**config.mk**
```make
export PLATFORM = sky130hd
export DESIGN_NAME = audio_uart_streamer
export DESIGN_NICKNAME = d
export VERILOG_FILES = /design/src/rtl/audio_stream_pkg.sv /design/src/rtl/audio_uart_streamer_tx.sv /design/src/rtl/audio_uart_streamer.sv
export SDC_FILE = /design/constraint.sdc
export NUM_CORES = 1
export LEC_CHECK = 0
export CORE_ASPECT_RATIO = 2
export CORE_MARGIN = 10
export CORE_UTILIZATION = 50
export CTS_CLUSTER_DIAMETER = 50
export DETAILED_ROUTE_END_ITERATION = 8
export DONT_BUFFER_PORTS = 1
export SLEW_MARGIN = 20
export SYNTH_ARGS = -nofsm -noshare
export SYNTH_HDL_FRONTEND = slang
export SYNTH_SLANG_ARGS = --single-unit
```
**constraint.sdc**
```tcl
create_clock -name clk -period 5.95 [get_ports clk]
set_input_delay 0.2975 -clock clk [delete_from_list [all_inputs] [get_ports clk]]
set_output_delay 0.2975 -clock clk [all_outputs]
set_load 0.02 [all_outputs]
```
**src/rtl/audio_stream_pkg.sv**
```systemverilog
// Shared types and constants for the audio sample UART streamer.
package audio_stream_pkg;

   // Framer position within the three-byte frame.
   typedef enum logic [1:0] {
      ST_IDLE = 2'd0,
      ST_SYNC = 2'd1,
      ST_MSB  = 2'd2,
      ST_LSB  = 2'd3
   } framer_state_t;

   localparam logic [7:0] SYNC_BYTE_DEFAULT = 8'hA5;

   // Start + 8 data + stop.
   localparam int BITS_PER_BYTE = 10;
   localparam int BIT_CNT_W     = $clog2(BITS_PER_BYTE);

   // Width of a counter that runs 0 .. baud_div-1 (never narrower than 1 bit).
   function automatic int baud_cnt_width(input int baud_div);
      return (baud_div > 2) ? $clog2(baud_div) : 1;
   endfunction

endpackage

```
**src/rtl/audio_uart_streamer_tx.sv**
```systemverilog
// 8N1 byte serialiser: start bit 0, LSB-first data, stop bit 1.
// A new byte may be started in the byte_done cycle so bytes run back-to-back.
module uart_tx_byte
   import audio_stream_pkg::*;
#(
   parameter int BAUD_DIV = 40
) (
   input  logic       clk,
   input  logic       rst,
   input  logic [7:0] data,
   input  logic       start,
   output logic       tx,
   output logic       byte_done,
   output logic       idle
);

   localparam int                   CNT_W     = baud_cnt_width(BAUD_DIV);
   localparam logic [CNT_W-1:0]     BAUD_LAST = CNT_W'(BAUD_DIV - 1);
   localparam logic [BIT_CNT_W-1:0] BIT_LAST  = BIT_CNT_W'(BITS_PER_BYTE - 1);

   logic                 active_q, active_d;
   logic                 tx_q, tx_d;
   logic [9:0]           shift_q, shift_d;
   logic [CNT_W-1:0]     baud_q, baud_d;
   logic [BIT_CNT_W-1:0] bit_q, bit_d;

   assign byte_done = active_q && (bit_q == BIT_LAST) && (baud_q == BAUD_LAST);
   assign idle      = !active_q;
   assign tx        = tx_q;

   // Next-state: load a new byte, advance one bit per BAUD_DIV cycles, or finish.
   always_comb begin
      active_d = active_q;
      tx_d     = tx_q;
      shift_d  = shift_q;
      baud_d   = baud_q;
      bit_d    = bit_q;
      if (start && (!active_q || byte_done)) begin
         active_d = 1'b1;
         shift_d  = {1'b1, data, 1'b0};
         tx_d     = 1'b0;
         baud_d   = '0;
         bit_d    = '0;
      end else if (active_q) begin
         if (baud_q == BAUD_LAST) begin
            baud_d = '0;
            if (bit_q == BIT_LAST) begin
               active_d = 1'b0;
               tx_d     = 1'b1;
            end else begin
               shift_d = {1'b1, shift_q[9:1]};
               tx_d    = shift_d[0];
               bit_d   = bit_q + BIT_CNT_W'(1);
            end
         end else begin
            baud_d = baud_q + CNT_W'(1);
         end
      end
   end

   // Serialiser state; reset drives the line idle-high immediately.
   always_ff @(posedge clk or posedge rst) begin
      if (rst) begin
         active_q <= 1'b0;
         tx_q     <= 1'b1;
         shift_q  <= '1;
         baud_q   <= '0;
         bit_q    <= '0;
      end else begin
         active_q <= active_d;
         tx_q     <= tx_d;
         shift_q  <= shift_d;
         baud_q   <= baud_d;
         bit_q    <= bit_d;
      end
   end

endmodule

```
**src/rtl/audio_uart_streamer.sv**
```systemverilog
// Audio sample streamer: one-entry holding register, three-byte framer
// (sync, MSB, LSB) and a saturating counter of refused samples.
module audio_uart_streamer
   import audio_stream_pkg::*;
#(
   parameter int         BAUD_DIV  = 40,
   parameter logic [7:0] SYNC_BYTE = SYNC_BYTE_DEFAULT,
   parameter int         DROP_W    = 16
) (
   input  logic              clk,
   input  logic              rst,
   input  logic [15:0]       sample_in,
   input  logic              sample_valid,
   output logic              sample_ready,
   output logic              ftdi_tx,
   output logic              busy,
   output logic [DROP_W-1:0] drop_count
);

   framer_state_t     state_q, state_d;
   logic [15:0]       frame_q, frame_d;
   logic [15:0]       hold_q, hold_d;
   logic              hold_full_q, hold_full_d;
   logic              ready_q, ready_d;
   logic              busy_q, busy_d;
   logic              start_q, start_d;
   logic [DROP_W-1:0] drop_q, drop_d;

   logic       accept;
   logic       take;
   logic       byte_done;
   logic       tx_idle;
   logic       tx_start;
   logic [7:0] tx_data;

   assign accept       = sample_valid && ready_q;
   assign sample_ready = ready_q;
   assign busy         = busy_q;
   assign drop_count   = drop_q;

   // Framer, holding register and drop counter next-state.
   always_comb begin
      state_d     = state_q;
      frame_d     = frame_q;
      hold_d      = hold_q;
      hold_full_d = hold_full_q;
      start_d     = 1'b0;
      drop_d      = drop_q;
      take        = 1'b0;

      case (state_q)
         ST_IDLE: if (hold_full_q) begin
            take    = 1'b1;
            state_d = ST_SYNC;
            start_d = 1'b1;
         end
         ST_SYNC: if (byte_done) state_d = ST_MSB;
         ST_MSB:  if (byte_done) state_d = ST_LSB;
         ST_LSB:  if (byte_done) begin
            if (hold_full_q) begin
               take    = 1'b1;
               state_d = ST_SYNC;
            end else begin
               state_d = ST_IDLE;
            end
         end
         default: state_d = ST_IDLE;
      endcase

      if (take) begin
         frame_d     = hold_q;
         hold_full_d = 1'b0;
      end
      if (accept) begin
         hold_d      = sample_in;
         hold_full_d = 1'b1;
      end

      if (sample_valid && !ready_q && (drop_q != {DROP_W{1'b1}}))
         drop_d = drop_q + DROP_W'(1);

      ready_d = !hold_full_d;
      busy_d  = (state_d != ST_IDLE) || hold_full_d;
   end

   // Byte to send is chosen by the state being entered; follow-on bytes start
   // in the byte_done cycle so there is no gap within or between frames.
   always_comb begin
      tx_start = (start_q && tx_idle) || (byte_done && (state_d != ST_IDLE));
      case (state_d)
         ST_MSB:  tx_data = frame_q[15:8];
         ST_LSB:  tx_data = frame_q[7:0];
         default: tx_data = SYNC_BYTE;
      endcase
   end

   // Registered framer state and outputs.
   always_ff @(posedge clk or posedge rst) begin
      if (rst) begin
         state_q     <= ST_IDLE;
         frame_q     <= '0;
         hold_q      <= '0;
         hold_full_q <= 1'b0;
         ready_q     <= 1'b0;
         busy_q      <= 1'b0;
         start_q     <= 1'b0;
         drop_q      <= '0;
      end else begin
         state_q     <= state_d;
         frame_q     <= frame_d;
         hold_q      <= hold_d;
         hold_full_q <= hold_full_d;
         ready_q     <= ready_d;
         busy_q      <= busy_d;
         start_q     <= start_d;
         drop_q      <= drop_d;
      end
   end

   uart_tx_byte #(
      .BAUD_DIV (BAUD_DIV)
   ) u_tx (
      .clk       (clk),
      .rst       (rst),
      .data      (tx_data),
      .start     (tx_start),
      .tx        (ftdi_tx),
      .byte_done (byte_done),
      .idle      (tx_idle)
   );

endmodule

```
Word-level counts from Yosys, hierarchy flattened
Cells that the tools add are included.
Widths: inputs -> output; s select.
{"block": "totals", "reg_bits": 76, "in_bits": 19, "output_inout_bits": 19, "elab_cells": 77}
{"block": "classes", "n_addsub": 3, "eq_ne": 9, "mux": 32, "n_reduce_logical": 20}
{"cell": "$mux 10", "count": 4}
{"cell": "$mux 6", "count": 3}
{"cell": "$add 16x1->16 const B", "count": 1}
{"cell": "$mux 4", "count": 4}
{"cell": "$ne 16x16->1 const B", "count": 1}
{"cell": "$pmux 8 s2", "count": 1}
{"cell": "$mux 1", "count": 14}
{"cell": "$eq 2x2->1 const B", "count": 4}
{"cell": "$logic_and 1x1->1", "count": 8}
{"cell": "$mux 2", "count": 4}
{"cell": "$pmux 2 s4", "count": 1}
{"cell": "$add 6x1->6 const B", "count": 1}
{"cell": "$eq 6x6->1 const B", "count": 1}
{"cell": "$reduce_bool 2->1", "count": 3}
{"cell": "$add 4x1->4 const B", "count": 1}
{"cell": "$eq 4x4->1 const B", "count": 1}
{"cell": "$logic_not 1->1", "count": 3}
{"cell": "$logic_or 1x1->1", "count": 3}
{"cell": "$reduce_and 3->1", "count": 1}
{"cell": "$eq 2x1->1 const B", "count": 1}
{"cell": "$logic_not 2->1", "count": 1}
{"cell": "$ne 2x2->1 const B", "count": 1}
{"cell": "$pmux 1 s2", "count": 1}
{"cell": "$reduce_and 2->1", "count": 1}

Depth between registers and ports, before layout
Gate-level depths: netlist of the first run.
{"block": "depth", "ltp_word": 11, "ltp_mapped": 11, "mapped_depth_nobuf": 9}

Cells and area by module
A second synthesis of the first run with hierarchy kept.
{"block": "unflattened", "hier_cells": 316, "hier_area_um2": 3702.3}
{"mod": "audio_uart_streamer", "n_inst": 1, "cells_per_inst": 195, "area_per_inst_um2": 2499.9, "seq_area_each_um2": 1351.3}
{"mod": "uart_tx_byte", "n_inst": 1, "cells_per_inst": 121, "area_per_inst_um2": 1202.4, "seq_area_each_um2": 511.7}

Worst setup path after synthesis of the first run
Ideal clock, no wire load.
{"block": "synth_path", "path_type": "register -> register", "from": "register u_tx.baud_q[0]", "to": "register u_tx.shift_q[1]", "setup_time_ns": 0.081, "t_arrival_ns": 2.120, "required_ns": 5.869, "setup_slack_ns": 3.749, "path_stages_with_launch": 11, "n_path_buf": 2, "synth_period_minus_slack_ns": 2.201, "path_cell_list": "dfrtp_1 > ha_1 > and4bb_2 > and4_1 > o21ai_1 > and2_1 > buf_6 > inv_4 > o31a_1 > buf_6 > o221a_1"}
{"block": "synth_between", "elab_chain_cells": 10, "word_cells_on_any_way": 19, "classes_between": "4 x eq/ne; 6 x mux; 9 x reduce/logical"}
{"element": "start, declared", "line_no": "audio_uart_streamer_tx.sv:24", "rtl": "logic [CNT_W-1:0] baud_q, baud_d;"}
{"element": "start signal, assigned", "line_no": "audio_uart_streamer_tx.sv:73", "rtl": "baud_q <= baud_d;"}
{"element": "$eq 6x6->1 (*)", "line_no": "audio_uart_streamer_tx.sv:27", "rtl": "assign byte_done = active_q && (bit_q == BIT_LAST) && (baud_q == BAUD_LAST);"}
{"element": "$logic_and 1x1->1 (*)", "line_no": "audio_uart_streamer_tx.sv:27"}
{"element": "$mux 2, on equally long branches", "line_no": "audio_uart_streamer.sv:59, audio_uart_streamer.sv:57, audio_uart_streamer.sv:58"}
{"element": "$pmux 2 s4 (*)", "line_no": "audio_uart_streamer.sv:51", "rtl": "case (state_q)"}
{"element": "via state_d[0]", "line_no": "audio_uart_streamer.sv:20", "rtl": "framer_state_t state_q, state_d;"}
{"element": "$reduce_bool 2->1", "line_no": "audio_uart_streamer.sv:89", "rtl": "tx_start = (start_q && tx_idle) || (byte_done && (state_d != ST_IDLE));"}
{"element": "$logic_and 1x1->1", "line_no": "audio_uart_streamer.sv:89"}
{"element": "$logic_or 1x1->1", "line_no": "audio_uart_streamer.sv:89"}
{"element": "$logic_and 1x1->1", "line_no": "audio_uart_streamer_tx.sv:38", "rtl": "if (start && (!active_q || byte_done)) begin"}
{"element": "$ne 2x2->1 (no line) or $reduce_bool 2->1 (tied branches)"}
{"element": "$reduce_and 3->1 (no line)"}
{"element": "end signal, assigned", "line_no": "audio_uart_streamer_tx.sv:72", "rtl": "shift_q <= shift_d;"}
{"element": "end, declared", "line_no": "audio_uart_streamer_tx.sv:23", "rtl": "logic [9:0] shift_q, shift_d;"}
Mark *: on every way through the listed nets, which the timed path passes. The rest lies on a longest branch.
A chain may end at the register's enable or synchronous reset.

Worst setup path in the final report of the first run
{"block": "layout_path", "from": "register u_tx.baud_q[0]", "to": "register u_tx.shift_q[6]"}
Same word-level chain as after synthesis.

==> flow_metrics.tcl, run 1 <==
set metrics [dict create \
    grt_pass1_wl_um 11400 \
    multi_input_area_sq_um 1430 \
    r2r-start "u_tx.baud_q[0]$_DFFE_PP0P_" \
    crit_buf_inv 1 \
    placed_cell_area_sq_um 3480 \
    viasPerCell 5.60 \
    cp.required_ns 6.21 \
    cp_slowest_stage_delay_ns 0.46 \
    powerDensity_nw_per_um2 336 \
    worstSetupPathDepth 8 \
    end_kind "flop" \
    wire_per_inst_um 18.1 \
    syn-instance-count 278 \
    tightestPinTransition_ns 0.919 \
    overflow 0 \
    worstSetupStartpoint "u_tx.baud_q[0]$_DFFE_PP0P_" \
    rows 42 \
    nets 314 \
    finalWirelength_um 6850 \
    endpoint "u_tx.shift_q[6]$_DFFE_PP1P_" \
    crit_family "simple AND/OR/NAND/NOR gates" \
    fillerInstances 605 \
    clock-sinks 74 \
    stdcell_area_sq_um 3760 \
    synth-seq-cells 74 \
    intPower_uw 951 \
    rr_worst_depth 8 \
    cp_cell_sequence "ha_1 > and4bb_2 > and4_1 > o21ai_1 > and2_1 > inv_4 > o31a_1 > o221a_2" \
    die_h_um 136 \
    slew_headroom_pct 38.7 \
    drv_slew 0 \
    period_share_pct 44.0 \
    async_reset_ff_share_pct 100 \
    max_freq_ghz 0.382 \
    tritoncts "done" \
    synth_seq_area_share_pct 55.0 \
    grt_pass1_vias 2275 \
    place.gp.congestion 0.942 \
    slowest_stage "and2_1" \
    drc 0 \
    clockBufferDepth 2 \
    clkPwrFrac_pct 41.6 \
    power.switching_uw 315 \
    die-area_sq_um 10700 \
    swShare_pct 24.9 \
    initial_core_util_pct 51.2 \
    cts_made_buffers 9 \
    drv_cap 0 \
    worst-path-max-fanout 11 \
    io_pins 38 \
    grt_max_degree 75 \
    cts_resized 0 \
    path_class "flop to flop" \
    setup_viol 0 \
    ys_warn_count 0 \
    hold_violations 0 \
    syn2layout_area_growth_pct 11.1 \
    r2r-end "u_tx.shift_q[6]$_DFFE_PP1P_" \
    drt_iter0_markers 74 \
    status "complete, no violations" \
    dp_hpwl_um 5120 \
    htreeDepth 3 \
    yosys.cell_types.count 50 \
    worst_clock_skew_ns 0.00376 \
    post_cts_buffers 0 \
    vias 2115 \
    postRouteAntennaNets 0 \
    antenna_found_initial 0 \
    cts-root-buf "clkbuf_16" \
    hold_class "input port to flop" \
    layout-drive-gt1-share_pct 23.4 \
    start_kind "flop" \
    syn_area_per_cell_sq_um 12.2 \
    path_clk_slew_ns 0.05 \
    core_sq_um 6620 \
    firstDrtPassIters 4 \
    seq_area_sq_um 1860 \
    syn_area_sq_um 3390 \
    synthesis.nets 306 \
    cp.arrival_ns 2.88 \
    grt_usage_pct 14.0 \
    port_buffers 0 \
    total_leakage_power_uw 0.00167 \
    synth-edff-count 0 \
    vdd_drop_max_v 0.000242 \
    p_comb_share_pct 7.3 \
    setup_tns_ns 0 \
    rsz0062_at_grt "false" \
    hold_buffers 0 \
    r2r_slack_ns 3.33 \
    clkLatencyLatePin_ns 0.33 \
    power_frac_seq_pct 51.1 \
    ys.flop_type "dfrtp_1" \
    dieWidth_um 78.2 \
    whs_path_depth 1 \
    antenna_cells 0 \
    finalCriticalPeriod_ns 2.62 \
]
cells by family after synthesis:
kind of cell	share of synthesized area [%]
mux	14.1
fa+ha+maj	3.32
compound gates	8.72
flops	55.0
xor+xnor	4.91
simple gates	11.2
buf+inv	2.81
worst min path at each step:
stage | from | end
floorplan | sample_in[10] | hold_q[10]$_DFFE_PP0P_
global placement | sample_in[13] | hold_q[13]$_DFFE_PP0P_
detailed placement | sample_in[14] | hold_q[14]$_DFFE_PP0P_
CTS | sample_in[13] | hold_q[13]$_DFFE_PP0P_
global route | sample_in[5] | hold_q[5]$_DFFE_PP0P_
finish | sample_in[14] | hold_q[14]$_DFFE_PP0P_
synth_stat cells, drive strengths merged, types with 2 or more instances:
| master | n | share of area [%] |
|---|---|---|
| o22ai | 2 | 0.37 |
| nor3 | 2 | 0.44 |
| xor2 | 5 | 1.3 |
| nor3b | 2 | 0.44 |
| clkbuf | 2 | 0.26 |
| xnor2 | 14 | 3.6 |
| a21oi | 5 | 0.74 |
| ha | 9 | 3.3 |
| buf | 3 | 0.81 |
| nand4 | 6 | 1.1 |
| nor2 | 17 | 1.9 |
| dfrtp | 65 | 48 |
| nand3 | 9 | 1.3 |
| mux2 | 37 | 12 |
| dfstp | 9 | 7.0 |
| nand2 | 24 | 2.7 |
| and2 | 4 | 0.74 |
| o221a | 3 | 1.0 |
| mux2i | 6 | 1.8 |
| o221ai | 4 | 1.0 |
| o2111ai | 2 | 0.52 |
| nand2b | 2 | 0.37 |
| inv | 15 | 1.7 |
| and4 | 3 | 0.78 |
| o21ai | 9 | 1.3 |
layout make-up:
class	instances	share of cell area, %
flip-flops and latches	74	49.5
clock inverters	3	1.06
multi-input cells	184	38.0
well taps	88	2.93
clock buffers	12	6.55
repair buffers	2	0.399
inverters	15	1.56
metal layers:
metal | vias to the layer above | part of all wire (%) | global-route usage (%) | wire [um]
li1 | 998 | - | - | -
met1 | 1071 | 35 | 12.6 | 2390
met2 | 33 | 58 | 26.1 | 3960
met3 | 13 | 4.8 | 4.50 | 329
met4 | 0 | 2.7 | 8.12 | 182
met5 | - | 0 | 0 | 0
state kept, by name, summed over array words and instances, names as in the netlist:
name / flops
frame_q: 16
state_q: 2
hold_q: 16
hold_full_q: 1
u_tx.bit_q: 4
drop_count: 16
u_tx.active_q: 1
sample_ready: 1
u_tx.tx: 1
u_tx.shift_q: 8
busy: 1
u_tx.baud_q: 6
start_q: 1
through the flow:
step	std cells	hold slack, ns	util (%)	power, uW	setup slack [ns]
floorplan	278	0.448	-	718	3.75
detailed placement	363	0.451	52.5	754	3.31
CTS	378	0.103	56.8	1280	3.31
global placement	363	0.449	52.5	750	3.38
finish	378	0.111	56.8	1270	3.33
global route	378	0.0992	56.8	1320	3.15
power groups by stage:
stage | Sequential [uW] | Clock, uW | Combinational (uW)
4_1_cts | 650 | 536 | 95.1
2_1_floorplan | 636 | 0 | 81.9
5_1_grt | 658 | 557 | 106
3_3_place_gp | 657 | 0 | 92.6
3_5_place_dp | 658 | 0 | 95.6
6_report | 647 | 526 | 92.2
placed cells by master (no fill, tap or decap), types with 3 or more instances in the layout:
| cell type | instances |
|---|---|
| nor2_1 | 17 |
| a21oi_1 | 5 |
| xnor2_1 | 14 |
| and4_1 | 3 |
| nand2_1 | 24 |
| dfstp_2 | 9 |
| mux2_2 | 37 |
| o221ai_1 | 4 |
| nand3_1 | 9 |
| xor2_1 | 5 |
| and2_1 | 4 |
| ha_1 | 9 |
| mux2i_1 | 6 |
| clkbuf_16 | 9 |
| inv_1 | 13 |
| o21ai_0 | 8 |
| dfrtp_1 | 65 |
| nand4_1 | 6 |
Note: power is estimated with default switching activity, not from simulation.
==> run 2: changes to the inputs <==
--- a/config.mk
+++ b/config.mk
@@ -11,6 +11,7 @@
 export CTS_CLUSTER_DIAMETER = 50
 export DETAILED_ROUTE_END_ITERATION = 8
 export DONT_BUFFER_PORTS = 1
+export PLACE_DENSITY = 0.68
 export SLEW_MARGIN = 20
 export SYNTH_ARGS = -nofsm -noshare
 export SYNTH_HDL_FRONTEND = slang
==> constraint.sdc (replaced) <==
create_clock -name clk -period 2.3 [get_ports clk]
set_input_delay 0.115 -clock clk [delete_from_list [all_inputs] [get_ports clk]]
set_output_delay 0.115 -clock clk [all_outputs]
set_load 0.02 [all_outputs]
==> run 2 against run 1 <==
  * Critical path type unchanged
  * Global-route usage is 0.30 points lower
  * Clock power is 140% higher
  * Clock-buffer cell count is 2 higher
  * Cell count is 9.3% higher
  * Combinational power grew to 4.1 times the previous value
==> flow_metrics.tcl, run 2 (same netlist as run 1, synthesis figures left out) <==
set metrics [dict create \
    status "complete, no violations" \
    htreeDepth 3 \
    cp_slowest_stage_delay_ns 0.38 \
    initial_core_util_pct 51.2 \
    setup_viol 0 \
    hold_violations 0 \
    syn2layout_area_growth_pct 20.7 \
    drv_slew 0 \
    placed_cell_area_sq_um 3620 \
    port_buffers 0 \
    die-area_sq_um 10700 \
    clock-sinks 74 \
    overflow 0 \
    dp_hpwl_um 4990 \
    r2r-end "u_tx.shift_q[6]$_DFFE_PP1P_" \
    whs_path_depth 2 \
    numPlacedInstances 380 \
    r2r_slack_ns 0.08 \
    postRouteAntennaNets 0 \
    preCtsSetupSlack_ns -0.00624 \
    layout_commonest_cell "dfrtp_1" \
    drv_cap 0 \
    power.switching_uw 800 \
    period_share_pct 96.4 \
    core_sq_um 6620 \
    layout-drive-gt1-share_pct 28.0 \
    io_pins 38 \
    total_leakage_power_uw 0.00182 \
    finalWorstSetupSlack_ns 0.0836 \
    nets 348 \
    cp.arrival_ns 2.47 \
    finalCriticalPeriod_ns 2.22 \
    cp_cell_sequence "inv_1 > ha_1 > and3b_2 > a311o_1 > o211a_1 > and2_4 > buf_6 > mux2_2 > o221a_2" \
    cp.required_ns 2.55 \
    slowest_stage "dfrtp_1" \
    rr_worst_depth 9 \
    intPower_uw 2420 \
    grt_pass1_wl_um 11600 \
    slew_headroom_pct 59.3 \
    grt_max_degree 47 \
    dieWidth_um 78.2 \
    finalWirelength_um 6830 \
    place.gp.congestion 0.867 \
    clockBufferDepth 2 \
    hold_class "input port to flop" \
    layout_common_cells "65 x dfrtp_1, 37 x mux2_2, 24 x nand2_1" \
    vdd_drop_max_v 0.000754 \
    die_h_um 136 \
    power_frac_seq_pct 49.8 \
    tritoncts "done" \
    worst_clock_skew_ns 0.00688 \
    clkPwrFrac_pct 38.5 \
    cts-root-buf "clkbuf_16" \
    drt_iter0_markers 90 \
    antenna_cells 0 \
    viasPerCell 5.43 \
    cts_made_buffers 9 \
    r2r-start "u_tx.bit_q[1]$_DFFE_PP0P_" \
    endpoint "u_tx.shift_q[6]$_DFFE_PP1P_" \
    worst-path-max-fanout 7 \
    tightestPinTransition_ns 0.609 \
    powerDensity_nw_per_um2 787 \
    p_comb_share_pct 11.7 \
    power_uw 3220 \
    final_cells 413 \
    path_class "flop to flop" \
    grt_usage_pct 13.7 \
    firstDrtPassIters 4 \
    grt_pass1_vias 2442 \
    antenna_found_initial 0 \
    clkLatencyLatePin_ns 0.33 \
    path_clk_slew_ns 0.06 \
    max_freq_ghz 0.451 \
    drc 0 \
    post_cts_buffers 0 \
    postLayoutCoreUtil_pct 61.7 \
    stdcell_area_sq_um 4090 \
    start_kind "flop" \
    swShare_pct 24.9 \
    rows 42 \
    end_kind "flop" \
    worstSetupStartpoint "u_tx.bit_q[1]$_DFFE_PP0P_" \
    vias 2244 \
    wire_per_inst_um 16.5 \
]
## run 2: cell types whose count changed in the layout (fill, tap and decap cells not counted), sizes merged
cell,change
clkbuf,+2
buf,+17
clkinv,-1
bufinv,-1
dlygate4sd3,+17
clkinvlp,+1
## run 2: repair_timing
item                                    4_1_cts  5_1_grt
hold endpoints to repair                     44        0
gates resized for setup                       1       10
endpoints found under the setup margin        4       15
hold buffers                                 17        0
cloned                                        0        0
pin swaps                                     0        1
## run 2: layout make-up
class / count / area (sq um)
multi-input cells: 184 / 1460
clock buffers: 14 / 254
well taps: 88 / 110
inverters: 15 / 58.8
repair buffers: 36 / 329
clock inverters: 2 / 12.5
fillers: 563 / 2530
flip-flops and latches: 74 / 1860
## run 2: stage by stage
step                hold slack, ns   TNS [ns]
finish                      0.0322          0
global route                0.0408  -0.000628
CTS                         0.0275          0
detailed placement           0.110   -0.00735
global placement            0.0994          0
floorplan                    0.266          0
## run 2: per-layer routing
metal  up-vias  wire length, um  GRT usage (%)
met1      1124             2510           13.9
met2        39             3960           25.0
met5         -                0              0
met4         0              144           7.21
met3        10              220           3.11
li1       1071                -              -
## run 2: power by group through the flow
stage          registers, uW  logic (uW)  clock network [uW]
3_5_place_dp            1620         361                   0
5_1_grt                 1630         417                1320
4_1_cts                 1600         385                1260
6_report                1600         376                1240
3_3_place_gp            1620         344                   0
2_1_floorplan           1650         212                   0
## run 2: worst min-delay path by stage
| stage | slack, ns | endpoint | startpoint |
|---|---|---|---|
| 6_report | 0.03 | drop_count[0]$_DFFE_PP0P_ | sample_valid |
| 5_1_grt | 0.04 | drop_count[0]$_DFFE_PP0P_ | sample_valid |
| 4_1_cts | 0.03 | drop_count[0]$_DFFE_PP0P_ | sample_valid |
| 3_5_place_dp | 0.11 | hold_q[5]$_DFFE_PP0P_ | rst |
| 3_3_place_gp | 0.1 | hold_q[4]$_DFFE_PP0P_ | rst |
| 2_1_floorplan | 0.27 | hold_q[10]$_DFFE_PP0P_ | sample_in[10] |
## run 2: worst max-delay path: cells and delay by family, from the launching register on
family / cells / cell delay (ns)
multiplexers: 1 / 0.27
flip-flops: 1 / 0.38
buffers and inverters: 2 / 0.21
adder cells (fa/ha/maj): 1 / 0.18
AND/OR/NAND/NOR: 2 / 0.39
AO/OA/AOI/OAI: 3 / 0.71
==> run 3: changes to the inputs <==
--- a/config.mk
+++ b/config.mk
@@ -5,8 +5,9 @@
 export SDC_FILE = /design/constraint.sdc
 export NUM_CORES = 1
 export LEC_CHECK = 0
+export ABC_AREA = 1
 export CORE_ASPECT_RATIO = 2
-export CORE_MARGIN = 10
+export CORE_MARGIN = 4
 export CORE_UTILIZATION = 50
 export CTS_CLUSTER_DIAMETER = 50
 export DETAILED_ROUTE_END_ITERATION = 8
@@ -15,4 +16,5 @@
 export SLEW_MARGIN = 20
 export SYNTH_ARGS = -nofsm -noshare
 export SYNTH_HDL_FRONTEND = slang
+export SYNTH_HIERARCHICAL = 1
 export SYNTH_SLANG_ARGS = --single-unit
==> run 3 against run 2 <==
  * Sequential cell count unchanged
  * Largest power group unchanged
  * The run now ends with negative setup slack left
  * Combinational power fell by 23%
  * Fmax is 9.9% lower
  * Utilization grew 2.6 points
  * Cell count grew 50%
  * Clock power up 8%
  * Die area shrank 13%
==> flow_metrics.tcl, run 3 <==
set metrics [dict create \
    routed-wl-met3_um 310 \
    synth_top_area_share_pct 42.1 \
    power.switching_uw 909 \
    port_buffers 0 \
    m1WireLength_um 3080 \
    grt_usage_pct 20.6 \
    clock-sinks 74 \
    syn_area_per_cell_sq_um 8.24 \
    placed_cell_area_sq_um 4100 \
    nets 550 \
    drv_cap 0 \
    r2r_slack_ns -0.16 \
    layout-drive-gt1-share_pct 24.9 \
    top_layer "met4" \
    hold_class "input port to flop" \
    synth_area_leader_cell "dfrtp_1" \
    drv_slew 0 \
    rsz0062_at_grt "true" \
    swShare_pct 28.0 \
    violations "negative setup slack" \
    yosys.cell_types.count 31 \
    syn2layout_area_growth_pct 25.6 \
    grt_pass1_wl_um 15000 \
    power_frac_seq_pct 49.8 \
    die_h_um 132 \
    viasPerCell 5.02 \
    io_pins 38 \
    tritoncts "done" \
    path_class "flop to flop" \
    wire_per_inst_um 14.5 \
    clkPwrFrac_pct 41.3 \
    p_comb_share_pct 8.9 \
    worst-path-max-fanout 6 \
    antenna_cells 0 \
    grt_max_degree 33 \
    htreeDepth 3 \
    cp_cell_sequence "inv_1 > ha_2 > nand2_2 > nor2_4 > nand3_4 > nor2_4 > inv_2 > nand2_1 > nand2_1 > nand2_2 > nand2_2 > nand2_2 > nand2_2 > nand2_2 > nand2_4 > buf_6 > buf_12 > o21ai_4 > clkbuf_16 > nand2_2 > nand2_1" \
    layout_commonest_cell "nand2_1" \
    finalWorstSetupSlack_ns -0.161 \
    setup_viol 15 \
    crit_family "simple AND/OR/NAND/NOR gates" \
    die-area_sq_um 9290 \
    max_freq_ghz 0.406 \
    final_cells 621 \
    cp_slowest_stage_delay_ns 0.38 \
    grt_pass1_vias 3321 \
    synth-seq-cells 74 \
    syn-instance-count 469 \
    synth_area_leaders "dfrtp_1 42%, nand2_1 17%, dfstp_2 6.1%" \
    clkLatencyLatePin_ns 0.34 \
    drc 0 \
    async_reset_ff_share_pct 100 \
    syn_area_sq_um 3860 \
    cp_common_cell "nand2_2" \
    drt_iter0_markers 133 \
    worstSetupStartpoint "u_tx/bit_q[1]$_DFFE_PP0P_" \
    ys.flop_type "dfrtp_1" \
    crit_buf_inv 5 \
    place.gp.congestion 0.801 \
    initial_core_util_pct 51.2 \
    dp_hpwl_um 6220 \
    synth-edff-count 0 \
    overflow 0 \
    firstDrtPassIters 4 \
    antenna_found_initial 0 \
    r2r-end "u_tx/shift_q[5]$_DFFE_PP1P_" \
    tightestPinTransition_ns 0.803 \
    setup_tns_ns -1.86 \
    end_kind "flop" \
    worst_clock_skew_ns 0.00587 \
    numPlacedInstances 575 \
    postRouteAntennaNets 0 \
    status "finished, violations left" \
    synth_seq_area_share_pct 48.2 \
    dieWidth_um 70.2 \
    power_uw 3250 \
    preCtsSetupSlack_ns -0.133 \
    intPower_uw 2340 \
    start_kind "flop" \
    r2r-start "u_tx/bit_q[1]$_DFFE_PP0P_" \
    layout_common_cells "156 x nand2_1, 65 x dfrtp_1, 51 x inv_1, 28 x nand3_1, 25 x buf_4" \
    hold_violations 0 \
    path_clk_slew_ns 0.06 \
    slowest_stage "dfrtp_1" \
    met2_length_um 5170 \
    powerDensity_nw_per_um2 670 \
    rr_worst_depth 21 \
    vdd_drop_max_v 0.000605 \
    period_share_pct 107 \
    ys_warn_count 6 \
    synth_common_cells "173 x nand2_1, 65 x dfrtp_1, 55 x inv_1" \
    vias 3117 \
    synth.most_common_cell "nand2_1" \
    cts-root-buf "clkbuf_16" \
    synthesis.nets 497 \
    cp.required_ns 2.58 \
    worstSetupPathDepth 21 \
    rows 45 \
    cts_made_buffers 9 \
    clockBufferDepth 2 \
    total_leakage_power_uw 0.00231 \
    finalWirelength_um 8980 \
    cp.arrival_ns 2.74 \
    endpoint "u_tx/shift_q[5]$_DFFE_PP1P_" \
    stdcell_area_sq_um 4850 \
    slew_headroom_pct 46.4 \
    finalCriticalPeriod_ns 2.46 \
    core_sq_um 7540 \
]
[run 3: changes by cell type after synthesis, moves of 4 or more]
cell,delta
nand2_2,+7
o221ai_1,-4
nor2_1,+8
inv_1,+41
nand3_1,+24
mux2i_1,-6
mux2_2,-22
and2_1,-4
o21ai_0,+11
nand2_1,+149
nor2_4,+5
xnor2_1,-10
[run 3: area by class of cell]
| type | instances | area, sq um |
|---|---|---|
| well taps | 94 | 118 |
| multi-input cells | 329 | 1850 |
| clock inverters | 7 | 60.1 |
| repair buffers | 52 | 531 |
| inverters | 56 | 210 |
| flip-flops and latches | 74 | 1860 |
| fillers | 615 | 2690 |
| clock buffers | 9 | 225 |
[run 3: cell families after synthesis]
| family | share of synthesized area, % |
|---|---|
| compound gates | 5.31 |
| xor+xnor | 2.49 |
| fa+ha+maj | 2.91 |
| buf+inv | 7.57 |
| flops | 48.2 |
| mux | 4.37 |
| simple gates | 29.1 |
[run 3: power by group through the flow]
stage	logic (uW)	registers, uW	clock network (uW)
2_1_floorplan	226	1600	0
3_3_place_gp	254	1630	0
3_5_place_dp	266	1640	0
4_1_cts	292	1620	1360
5_1_grt	332	1640	1430
6_report	291	1620	1340
[run 3: worst min-delay path: stages]
cell	delay [ns]
inv_1	0.03
nor2_1	0.09
nand4_1	0.10
nand2_1	0.05
[run 3: per-stage QoR]
step           util [%]  hold WS (ns)
6_report           64.3        0.0852
5_1_grt            64.3         0.116
4_1_cts            62.9        0.0765
3_5_place_dp       54.3         0.128
3_3_place_gp       54.3         0.127
2_1_floorplan         -        0.0722
[run 3: how the worst min path moves through the flow]
| stage | from | endpoint | slack (ns) | cells after the start |
|---|---|---|---|---|
| 2_1_floorplan | rst | u_tx/active_q$_DFF_PP0_ | 0.07 | 1 |
| 3_3_place_gp | rst | frame_q[13]$_DFFE_PP0P_ | 0.13 | 1 |
| 3_5_place_dp | rst | state_q[1]$_DFF_PP0_ | 0.13 | 1 |
| 4_1_cts | sample_valid | drop_count[10]$_DFFE_PP0P_ | 0.08 | 4 |
| 5_1_grt | sample_valid | drop_count[10]$_DFFE_PP0P_ | 0.12 | 4 |
| 6_report | sample_valid | drop_count[10]$_DFFE_PP0P_ | 0.09 | 4 |
[run 3: repair_timing]
| item | CTS | global route |
|---|---|---|
| setup endpoints to repair | 14 | 18 |
| pin swaps | 6 | 8 |
| cloned | 1 | 1 |
| setup buffers | 9 | 5 |
| hold endpoints to repair | 57 | 0 |
| gates resized for setup | 19 | 26 |
| hold buffers | 17 | 0 |
[run 3: routing by layer]
metal	GRT usage [%]	vias to the layer above
li1	-	1565
met1	19.6	1459
met2	38.7	65
met4	11.6	0
met5	0	-
met3	5.27	28
